$ cat src/rtl/conv_sequencer.sv
// Control sequencer for the 3x3 convolution datapath: loads the kernel, then
// steps every valid window one tap per cycle and flags each finished pixel.
module conv_sequencer #(
  parameter int unsigned IMG_W  = 8,
  parameter int unsigned IMG_H  = 8,
  parameter int unsigned ADDR_W = $clog2(IMG_W * IMG_H),
  parameter int unsigned CW     = $clog2((IMG_W > IMG_H) ? IMG_W : IMG_H)
) (
  input  logic              clk,
  input  logic              rst,
  input  logic              start,
  input  logic              skip_kload,
  input  logic              abort,
  input  logic              stall,
  output logic [8:0]        sel,
  output logic              k_load,
  output logic              d_load,
  output logic [3:0]        k_addr,
  output logic [ADDR_W-1:0] d_addr,
  output logic              acc_clr,
  output logic              out_valid,
  output logic [CW-1:0]     out_row,
  output logic [CW-1:0]     out_col,
  output logic              busy,
  output logic              done
);

  localparam int unsigned TAP_W = 4;
  localparam logic [TAP_W-1:0] LAST_TAP = TAP_W'(8);
  localparam logic [CW-1:0]    LAST_COL = CW'(IMG_W - 3);
  localparam logic [CW-1:0]    LAST_ROW = CW'(IMG_H - 3);

  typedef enum logic [1:0] {
    IDLE  = 2'd0,
    KLOAD = 2'd1,
    CONV  = 2'd2,
    DONE  = 2'd3
  } state_t;

  state_t             state_q, state_d;
  logic [TAP_W-1:0]   tap_q, tap_d;
  logic [CW-1:0]      row_q, row_d;
  logic [CW-1:0]      col_q, col_d;
  logic               pix_d;

  // Output registers hold the decode of the state being entered.
  logic [8:0]         sel_q, sel_d;
  logic               k_load_q, k_load_d;
  logic               d_load_q, d_load_d;
  logic [3:0]         k_addr_q, k_addr_d;
  logic [ADDR_W-1:0]  d_addr_q, d_addr_d;
  logic               acc_clr_q, acc_clr_d;
  logic               out_valid_q, out_valid_d;
  logic [CW-1:0]      out_row_q, out_row_d;
  logic [CW-1:0]      out_col_q, out_col_d;
  logic               busy_q, busy_d;
  logic               done_q, done_d;

  logic               active_d;
  logic [1:0]         tap_r, tap_c;
  logic [ADDR_W-1:0]  win_row;

  always_ff @(posedge clk or negedge rst) begin
    if (!rst) begin
      state_q <= IDLE;
      tap_q   <= '0;
      row_q   <= '0;
      col_q   <= '0;
    end else begin
      state_q <= state_d;
      tap_q   <= tap_d;
      row_q   <= row_d;
      col_q   <= col_d;
    end
  end

  always_comb begin
    state_d     = state_q;
    tap_d       = tap_q;
    row_d       = row_q;
    col_d       = col_q;
    pix_d       = 1'b0;
    active_d    = 1'b0;
    tap_r       = 2'd0;
    tap_c       = 2'd0;
    win_row     = '0;
    sel_d       = '0;
    k_load_d    = 1'b0;
    d_load_d    = 1'b0;
    k_addr_d    = '0;
    d_addr_d    = '0;
    acc_clr_d   = 1'b0;
    out_valid_d = 1'b0;
    out_row_d   = '0;
    out_col_d   = '0;
    busy_d      = 1'b0;
    done_d      = 1'b0;

    case (state_q)
      IDLE: begin
        if (start) begin
          state_d = skip_kload ? CONV : KLOAD;
          tap_d   = '0;
          row_d   = '0;
          col_d   = '0;
        end
      end
      KLOAD: begin
        if (abort) begin
          state_d = IDLE;
          tap_d   = '0;
          row_d   = '0;
          col_d   = '0;
        end else if (!stall) begin
          if (tap_q == LAST_TAP) begin
            state_d = CONV;
            tap_d   = '0;
            row_d   = '0;
            col_d   = '0;
          end else begin
            tap_d = tap_q + TAP_W'(1);
          end
        end
      end
      CONV: begin
        if (abort) begin
          state_d = IDLE;
          tap_d   = '0;
          row_d   = '0;
          col_d   = '0;
        end else if (!stall) begin
          if (tap_q == LAST_TAP) begin
            tap_d = '0;
            pix_d = 1'b1;
            if (col_q == LAST_COL) begin
              col_d = '0;
              if (row_q == LAST_ROW) begin
                row_d   = '0;
                state_d = DONE;
              end else begin
                row_d = row_q + CW'(1);
              end
            end else begin
              col_d = col_q + CW'(1);
            end
          end else begin
            tap_d = tap_q + TAP_W'(1);
          end
        end
      end
      DONE: state_d = IDLE;
      default: state_d = IDLE;
    endcase

    // Window offset of the tap: row = tap/3, col = tap%3.
    case (tap_d)
      4'd0: begin tap_r = 2'd0; tap_c = 2'd0; end
      4'd1: begin tap_r = 2'd0; tap_c = 2'd1; end
      4'd2: begin tap_r = 2'd0; tap_c = 2'd2; end
      4'd3: begin tap_r = 2'd1; tap_c = 2'd0; end
      4'd4: begin tap_r = 2'd1; tap_c = 2'd1; end
      4'd5: begin tap_r = 2'd1; tap_c = 2'd2; end
      4'd6: begin tap_r = 2'd2; tap_c = 2'd0; end
      4'd7: begin tap_r = 2'd2; tap_c = 2'd1; end
      4'd8: begin tap_r = 2'd2; tap_c = 2'd2; end
      default: begin tap_r = 2'd0; tap_c = 2'd0; end
    endcase

    active_d = (state_d == KLOAD) || (state_d == CONV);
    busy_d   = active_d;
    done_d   = (state_d == DONE);
    k_load_d = (state_d == KLOAD);
    d_load_d = (state_d == CONV);
    if (active_d) begin
      sel_d    = 9'(1) << tap_d;
      k_addr_d = tap_d;
    end
    if (state_d == CONV) begin
      win_row   = ADDR_W'(row_d) + ADDR_W'(tap_r);
      d_addr_d  = win_row * ADDR_W'(IMG_W) + ADDR_W'(col_d) + ADDR_W'(tap_c);
      acc_clr_d = (tap_d == '0);
    end

    out_valid_d = pix_d;
    if (pix_d) begin
      out_row_d = row_q;
      out_col_d = col_q;
    end
  end

  always_ff @(posedge clk or negedge rst) begin
    if (!rst) begin
      sel_q       <= '0;
      k_load_q    <= 1'b0;
      d_load_q    <= 1'b0;
      k_addr_q    <= '0;
      d_addr_q    <= '0;
      acc_clr_q   <= 1'b0;
      out_valid_q <= 1'b0;
      out_row_q   <= '0;
      out_col_q   <= '0;
      busy_q      <= 1'b0;
      done_q      <= 1'b0;
    end else begin
      sel_q       <= sel_d;
      k_load_q    <= k_load_d;
      d_load_q    <= d_load_d;
      k_addr_q    <= k_addr_d;
      d_addr_q    <= d_addr_d;
      acc_clr_q   <= acc_clr_d;
      out_valid_q <= out_valid_d;
      out_row_q   <= out_row_d;
      out_col_q   <= out_col_d;
      busy_q      <= busy_d;
      done_q      <= done_d;
    end
  end

  // Stall gates the load strobes immediately so a not-ready source is never sampled.
  assign sel       = sel_q & {9{~stall}};
  assign k_load    = k_load_q & ~stall;
  assign d_load    = d_load_q & ~stall;
  assign acc_clr   = acc_clr_q & ~stall;
  assign k_addr    = k_addr_q;
  assign d_addr    = d_addr_q;
  assign out_valid = out_valid_q;
  assign out_row   = out_row_q;
  assign out_col   = out_col_q;
  assign busy      = busy_q;
  assign done      = done_q;

endmodule

$ cat config.mk
export PLATFORM = sky130hd
export DESIGN_NAME = conv_sequencer
export DESIGN_NICKNAME = d
export VERILOG_FILES = /design/src/rtl/conv_sequencer.sv
export SDC_FILE = /design/constraint.sdc
export NUM_CORES = 1
export LEC_CHECK = 0
export ABC_AREA = 1
export CAP_MARGIN = 25
export CELL_PAD_IN_SITES_DETAIL_PLACEMENT = 1
export CELL_PAD_IN_SITES_GLOBAL_PLACEMENT = 2
export CORE_MARGIN = 2
export CORE_UTILIZATION = 32
export DETAILED_ROUTE_END_ITERATION = 16
export PLACE_DENSITY_LB_ADDON = 0.15
export SYNTH_ARGS = -nofsm -noshare
export SYNTH_HDL_FRONTEND = slang
export SYNTH_SLANG_ARGS = --single-unit
$ cat constraint.sdc
create_clock -name clk -period 3.6 [get_ports clk]
set_clock_uncertainty 0.1 [all_clocks]
set_input_delay 0.72 -clock clk [delete_from_list [all_inputs] [get_ports clk]]
set_output_delay 0.72 -clock clk [all_outputs]
set_load 0.05 [all_outputs]
### Word-level counts from Yosys, hierarchy flattened

Memory sizes are Yosys's and may differ from the RTL's.
Index checks and enable logic that the tools add are counted.

| operators by class | value |
|---|---|
| add/sub/neg operators | 6 |
| multiply operators | 0 |
| div/mod/pow operators | 0 |
| magnitude comparators | 0 |
| equal/unequal tests | 9 |
| shift-type cells | 1 |
| muxes and demuxes | 45 |
| bitwise operators | 5 |
| reductions and logical operators | 4 |

Operator list:

| operator | count |
|---|---|
| $mux 3 | 19 |
| $mux 2 | 10 |
| $mux 4 | 5 |
| $pmux 3 s3 | 2 |
| $and 9x9->9 | 1 |
| $mux 9 | 1 |
| $shl 1x4->9 const A | 1 |
| $eq 2x2->1 const B | 4 |
| $pmux 2 s4 | 1 |
| $pmux 4 s2 | 1 |
| $add 3x1->3 const B | 2 |
| $add 6x2->6 | 1 |
| $add 6x3->6 | 1 |
| $eq 3x3->1 const B | 2 |
| $mux 6 | 1 |
| $mux 1 | 5 |
| $add 4x1->4 const B | 1 |
| $eq 2x1->1 const B | 2 |
| $eq 4x4->1 const B | 1 |
| $logic_not 4->1 | 1 |
| $add 3x2->3 | 1 |
| $and 1x1->1 | 3 |
| $logic_not 2->1 | 1 |
| $reduce_or 2->1 | 1 |
| 2 further kinds | 2 |

| word-level totals | value |
|---|---|
| register bits after elaboration | 43 |
| latch bits | 0 |
| bits in writable memories | 0 |
| bits in read-only memories | 64 |
| bits of input ports | 6 |
| output and inout bits | 31 |
| word-level logic and storage cells | 86 |
| memories kept | 1 |

Memory list:

| name | depth | width | rd ports | clocked after Yosys merged registers in | wr ports | line | text |
|---|---|---|---|---|---|---|---|
| (no name shown) | 16 | 4 | 1 | 0 | 0 | 156 | `case (tap_d)` |

### Longest topological paths before layout

| logic depth | value |
|---|---|
| depth after elaboration | 11 |
| depth in mapped cells | 20 |
| gate-level depth less buffers | 20 |

### Least setup slack after synthesis

No wires, ideal clock.

| timing | value |
|---|---|
| kind | input -> register |
| from | input start |
| to | register d_addr_q[5], in the netlist d_addr[5] |
| setup time | 0.118 ns |
| arrival | 2.674 ns |
| data required time | 3.382 ns |
| setup slack | 0.708 ns |
| stages on the path | 15 |
| buffers on the path | 0 |
| cells stage by stage | inv_1 -> nand2_1 -> nand2_1 -> inv_1 -> o21ai_0 -> ha_1 -> inv_1 -> a21oi_1 -> ha_1 -> inv_1 -> fa_1 -> nor2_1 -> nand2_1 -> nand2_1 -> nor2_2 |

| between the ends | value |
|---|---|
| word-level cells in the longest chain between the ends | 7 |
| elaborated cells on any way between the ends | 14 |
| classes of those cells | 3 x add/sub; 1 x eq/ne; 9 x mux; 1 x memory |

RTL lines:

| what | line | text |
|---|---|---|
| from (decl) | 11 | `input logic start,` |
| $mux 4 * | 101 | `if (start) begin` |
| $pmux 4 s2 * | 99 | `case (state_q)` |
| net tap_d[1] | 41 | `logic [TAP_W-1:0] tap_q, tap_d;` |
| $mem_v2 16x4 * | - |  |
| $add 3x2->3 | 179 | `win_row = ADDR_W'(row_d) + ADDR_W'(tap_r);` |
| $add 6x3->6 | 180 | `d_addr_d = win_row * ADDR_W'(IMG_W) + ADDR_W'(col_d) + ADDR_W'(tap_c);` |
| $add 6x2->6 * | 180 |  |
| $mux 6 * | 178 | `if (state_d == CONV) begin` |
| net d_addr_d[5] | 51 | `logic [ADDR_W-1:0] d_addr_q, d_addr_d;` |
| to (signal assigned) | 209 | `d_addr_q <= d_addr_d;` |
| to (decl) | 51 |  |

The timed path passes the listed nets; every way through them passes the cells marked *.

### Worst setup path after layout

Ends and elaborated chain as after synthesis.

==> results.sh <==
export IMPL_busiest_layer="met2"
export IMPL_grtUsageTotal_pct=15.77
export IMPL_synth_top_area_share_pct=47.72
export IMPL_crit_family="simple AND/OR/NAND/NOR gates"
export IMPL_crit_slowest_cell="clkdlybuf4s50_1"
export IMPL_pwr_share_seq_pct=36.5
export IMPL_finalCritPeriodShare_pct=87.47
export IMPL_multi_input_area_um2=978.4
export IMPL_finalWirelength_um=5438
export IMPL_synthesis_nets=286
export IMPL_initial_core_util_pct=33.19
export IMPL_layout_min_cycle_time_ps=3149
export IMPL_die_h_um=87.94
export IMPL_yosys_warnings=0
export IMPL_area_growth_syn_to_layout_pct=28.25
export IMPL_htreeDepth=2
export IMPL_coreArea_um2=6794
export IMPL_switching_share_pct=42.75
export IMPL_dp_cells=403
export IMPL_fillers=845
export IMPL_dr_pass1_iters=4
export IMPL_path_max_fanout=6
export IMPL_hp_class="in2async"
export IMPL_met1_usage_pct=19.76
export IMPL_ios=37
export IMPL_critical_path_buf_inv_count=6
export IMPL_startpoint_type="input port"
export IMPL_tns_ps=0
export IMPL_relSlewSlack_pct=66.29
export IMPL_portBuffers=36
export IMPL_dr_total_vias=1778
export IMPL_clk_path_buf_depth=2
export IMPL_synthFlopType="dfrtp_1"
export IMPL_ys_ff_latch=43
export IMPL_clockRootBuffer="clkbuf_8"
export IMPL_ant_nets=0
export IMPL_viasPerCell=4.316
export IMPL_ys_seq_area_share_pct=47.72
export IMPL_fmax_mhz=317.6
export IMPL_synth_edf_count=0
export IMPL_synth_largest_area_cell="dfrtp_1"
export IMPL_yosysMostFrequentCell="inv_1"
export IMPL_power_switching_mw=0.6660
export IMPL_pwr_share_clk_pct=21.2
export IMPL_crit_arrival_ps=3250
export IMPL_antenna_cells=0
export IMPL_cpMostUsedCell="nand2_1"
export IMPL_synth_area_leaders="dfrtp_1, ha_1, inv_1"
export IMPL_path_class="in2reg"
export IMPL_ctsResizeCount=0
export IMPL_hold_viol=0
export IMPL_setup_slack_ps=450.9
export IMPL_nets=339
export IMPL_clkSinkCount=43
export IMPL_first_iter_violations=59
export IMPL_cts_tree="built"
export IMPL_worst_setup_path_end_kind="flip-flop"
export IMPL_slowest_delay_ps=420
export IMPL_p_int_mw=0.8918
export IMPL_gr_usage_met2_pct=27.55
export IMPL_route_detailed_drc=0
export IMPL_required_ps=3700
export IMPL_status="complete, no violations"
export IMPL_p_comb_share_pct=42.3
export IMPL_power_density_nw_per_um2=538.7
export IMPL_grt_ovfl_total=0
export IMPL_grt_max_degree=44
export IMPL_cts_buffers=5
export IMPL_leakage_nw=1.473
export IMPL_rsz0062_at_grt="no"
export IMPL_async_flop_share_pct=100.0
export IMPL_die_x_um=87.94
export IMPL_crit_chain="clkdlybuf4s50_1, inv_1, nand2_1, nand2_1, inv_1, o21ai_0, buf_4, inv_2, ha_1, nand2_1, nand3_1, nand2_1, inv_1, ha_1, a21o_1, nand4_1, nor2_1, nand2_1, nand2_1, nor2_2"
export IMPL_rr_startpoint="state_q[0]$_DFF_PN0_"
export IMPL_clk_insertion_delay_late_ps=310
export IMPL_die_area_um2=7733
export IMPL_gp_congestion=0.7737
export IMPL_synth_distinct_cells=30
export IMPL_hold_buffers=0
export IMPL_rows=30
export IMPL_dpl_hpwl_um=4175
export IMPL_seq_area_um2=1076
export IMPL_wl_per_cell_um=13.20
export IMPL_pre_cts_ws_ps=86.76
export IMPL_r2r_end="d_addr[5]$_DFF_PN0_"
export IMPL_drive_above_1_share_pct=18.04
export IMPL_ff2ff_path_depth=20
export IMPL_regToRegSetupSlack_ps=530
export IMPL_post_cts_buffers=0
export IMPL_avgSynthCellArea_um2=8.606
export IMPL_antenna_found_initial=0
export IMPL_syn_area_um2=2255
export IMPL_setup_viol=0
export IMPL_synth_cells=262
export IMPL_gr_usage_met3_pct=3.393
export IMPL_worst_pin_slew_ps=504.1
export IMPL_synth_common_cells="inv_1, dfrtp_1, nand2_1"
export IMPL_drv_cap=0
export IMPL_grt_pass1_wl_um=9315
export IMPL_drv_slew=0
export IMPL_stdcell_count=412
export IMPL_cts_clk_slew_worst_paths_ps=90
export IMPL_grt_pass1_vias=1955
export IMPL_ir_drop_v=0.0001428
-- kinds of logic (layout without fill, tap and decap cells) --
| logic type | count (synthesis) | in the layout | synth area share [%] |
|---|---|---|---|
| adder cells (fa/ha/maj) | 18 | 18 | 10.65 |
| AND/OR/NAND/NOR | 124 | 124 | 26.41 |
| XOR/XNOR | 2 | 2 | 0.7771 |
| flip-flops | 43 | 43 | 47.72 |
| buffers and inverters | 53 | 107 | 8.878 |
| AO/OA/AOI/OAI | 22 | 22 | 5.550 |
-- layer usage --
metal  vias to the layer above  routed length (µm)
met1                       838                2540
li1                        908                   -
met4                         0                  66
met2                        27                2712
met3                         5                 119
met5                         -                   0
-- worst max path at each step --
stage                     startpoint             endpoint  slack (ps)  depth (start not counted)
after floorplan                start  d_addr[5]$_DFF_PN0_         710                         15
final                          start  d_addr[5]$_DFF_PN0_         450                         20
after global routing           start  d_addr[4]$_DFF_PN0_         200                         15
after global placement         start  d_addr[5]$_DFF_PN0_         110                         20
after CTS                      start  d_addr[5]$_DFF_PN0_         400                         20
after detailed placement       start  d_addr[5]$_DFF_PN0_          90                         20
-- registers in the layout (all words and copies together), names as in the netlist --
| signal | flops |
|---|---|
| acc_clr_q | 1 |
| busy | 1 |
| col_q | 3 |
| d_addr | 6 |
| d_load_q | 1 |
| done | 1 |
| k_addr | 4 |
| k_load_q | 1 |
| out_col | 3 |
| out_row | 3 |
| out_valid | 1 |
| row_q | 3 |
| sel_q | 9 |
| state_q | 2 |
| tap_q | 4 |
-- area by class of cell --
type                       count  share of cell area, %
multi-input combinational    166                  33.84
clock inverter                 3                 0.8222
inverter                      52                  6.794
timing repair buffer          47                  14.80
clock buffer                   5                  2.380
tap                           96                  4.154
sequential                    43                  37.21
-- layout by cell type, fill, tap and decap left out, types with 2 or more instances in the layout --
| cell type | Yosys | routed |
|---|---|---|
| a21oi_1 | 8 | 8 |
| buf_4 | 0 | 22 |
| clkbuf_8 | 0 | 5 |
| clkdlybuf4s50_1 | 0 | 23 |
| clkinvlp_4 | 0 | 2 |
| dfrtp_1 | 43 | 43 |
| fa_1 | 2 | 2 |
| ha_1 | 16 | 16 |
| inv_1 | 47 | 47 |
| inv_2 | 4 | 4 |
| nand2_1 | 43 | 43 |
| nand2_2 | 9 | 9 |
| nand2_4 | 3 | 3 |
| nand3_1 | 13 | 13 |
| nand4_1 | 3 | 3 |
| nor2_1 | 39 | 39 |
| nor2_2 | 2 | 2 |
| nor3_1 | 5 | 5 |
| nor3_2 | 3 | 3 |
| o21ai_0 | 6 | 6 |
| o21ai_1 | 3 | 3 |
-- through the flow --
| stage | cell area (µm²) | power (mW) | util [%] | hold slack, ps |
|---|---|---|---|---|
| 2_1_floorplan | 2255 | 1.028 | - | 324.4 |
| 3_3_place_gp | 2771 | 1.239 | 40.79 | 425.7 |
| 3_5_place_dp | 2771 | 1.250 | 40.79 | 454.1 |
| 4_1_cts | 2864 | 1.588 | 42.15 | 476.9 |
| 5_1_grt | 2892 | 1.691 | 42.56 | 284.2 |
| 6_report | 2892 | 1.558 | 42.56 | 265.1 |
-- worst register-to-register path, stage by stage, from the launching register on --
cell	delay, ps
dfrtp_1	420
inv_1	140
ha_1	220
nand2_1	90
nand2_1	180
inv_1	90
o21ai_0	150
buf_4	150
inv_2	50
ha_1	220
nand2_1	100
nand3_1	90
nand2_1	70
inv_1	60
ha_1	270
a21o_1	130
nand4_1	130
nor2_1	150
nand2_1	60
nand2_1	70
nor2_2	30
-- power by group through the flow --
stage               Clock [mW]  Sequential, mW  Combinational (mW)
global route             0.365           0.577               0.749
detailed placement           0           0.580               0.670
global placement             0           0.577               0.663
CTS                      0.344           0.571               0.673
finish                   0.330           0.569               0.659
floorplan                    0           0.633               0.395
(Power assumes the default switching activity.)
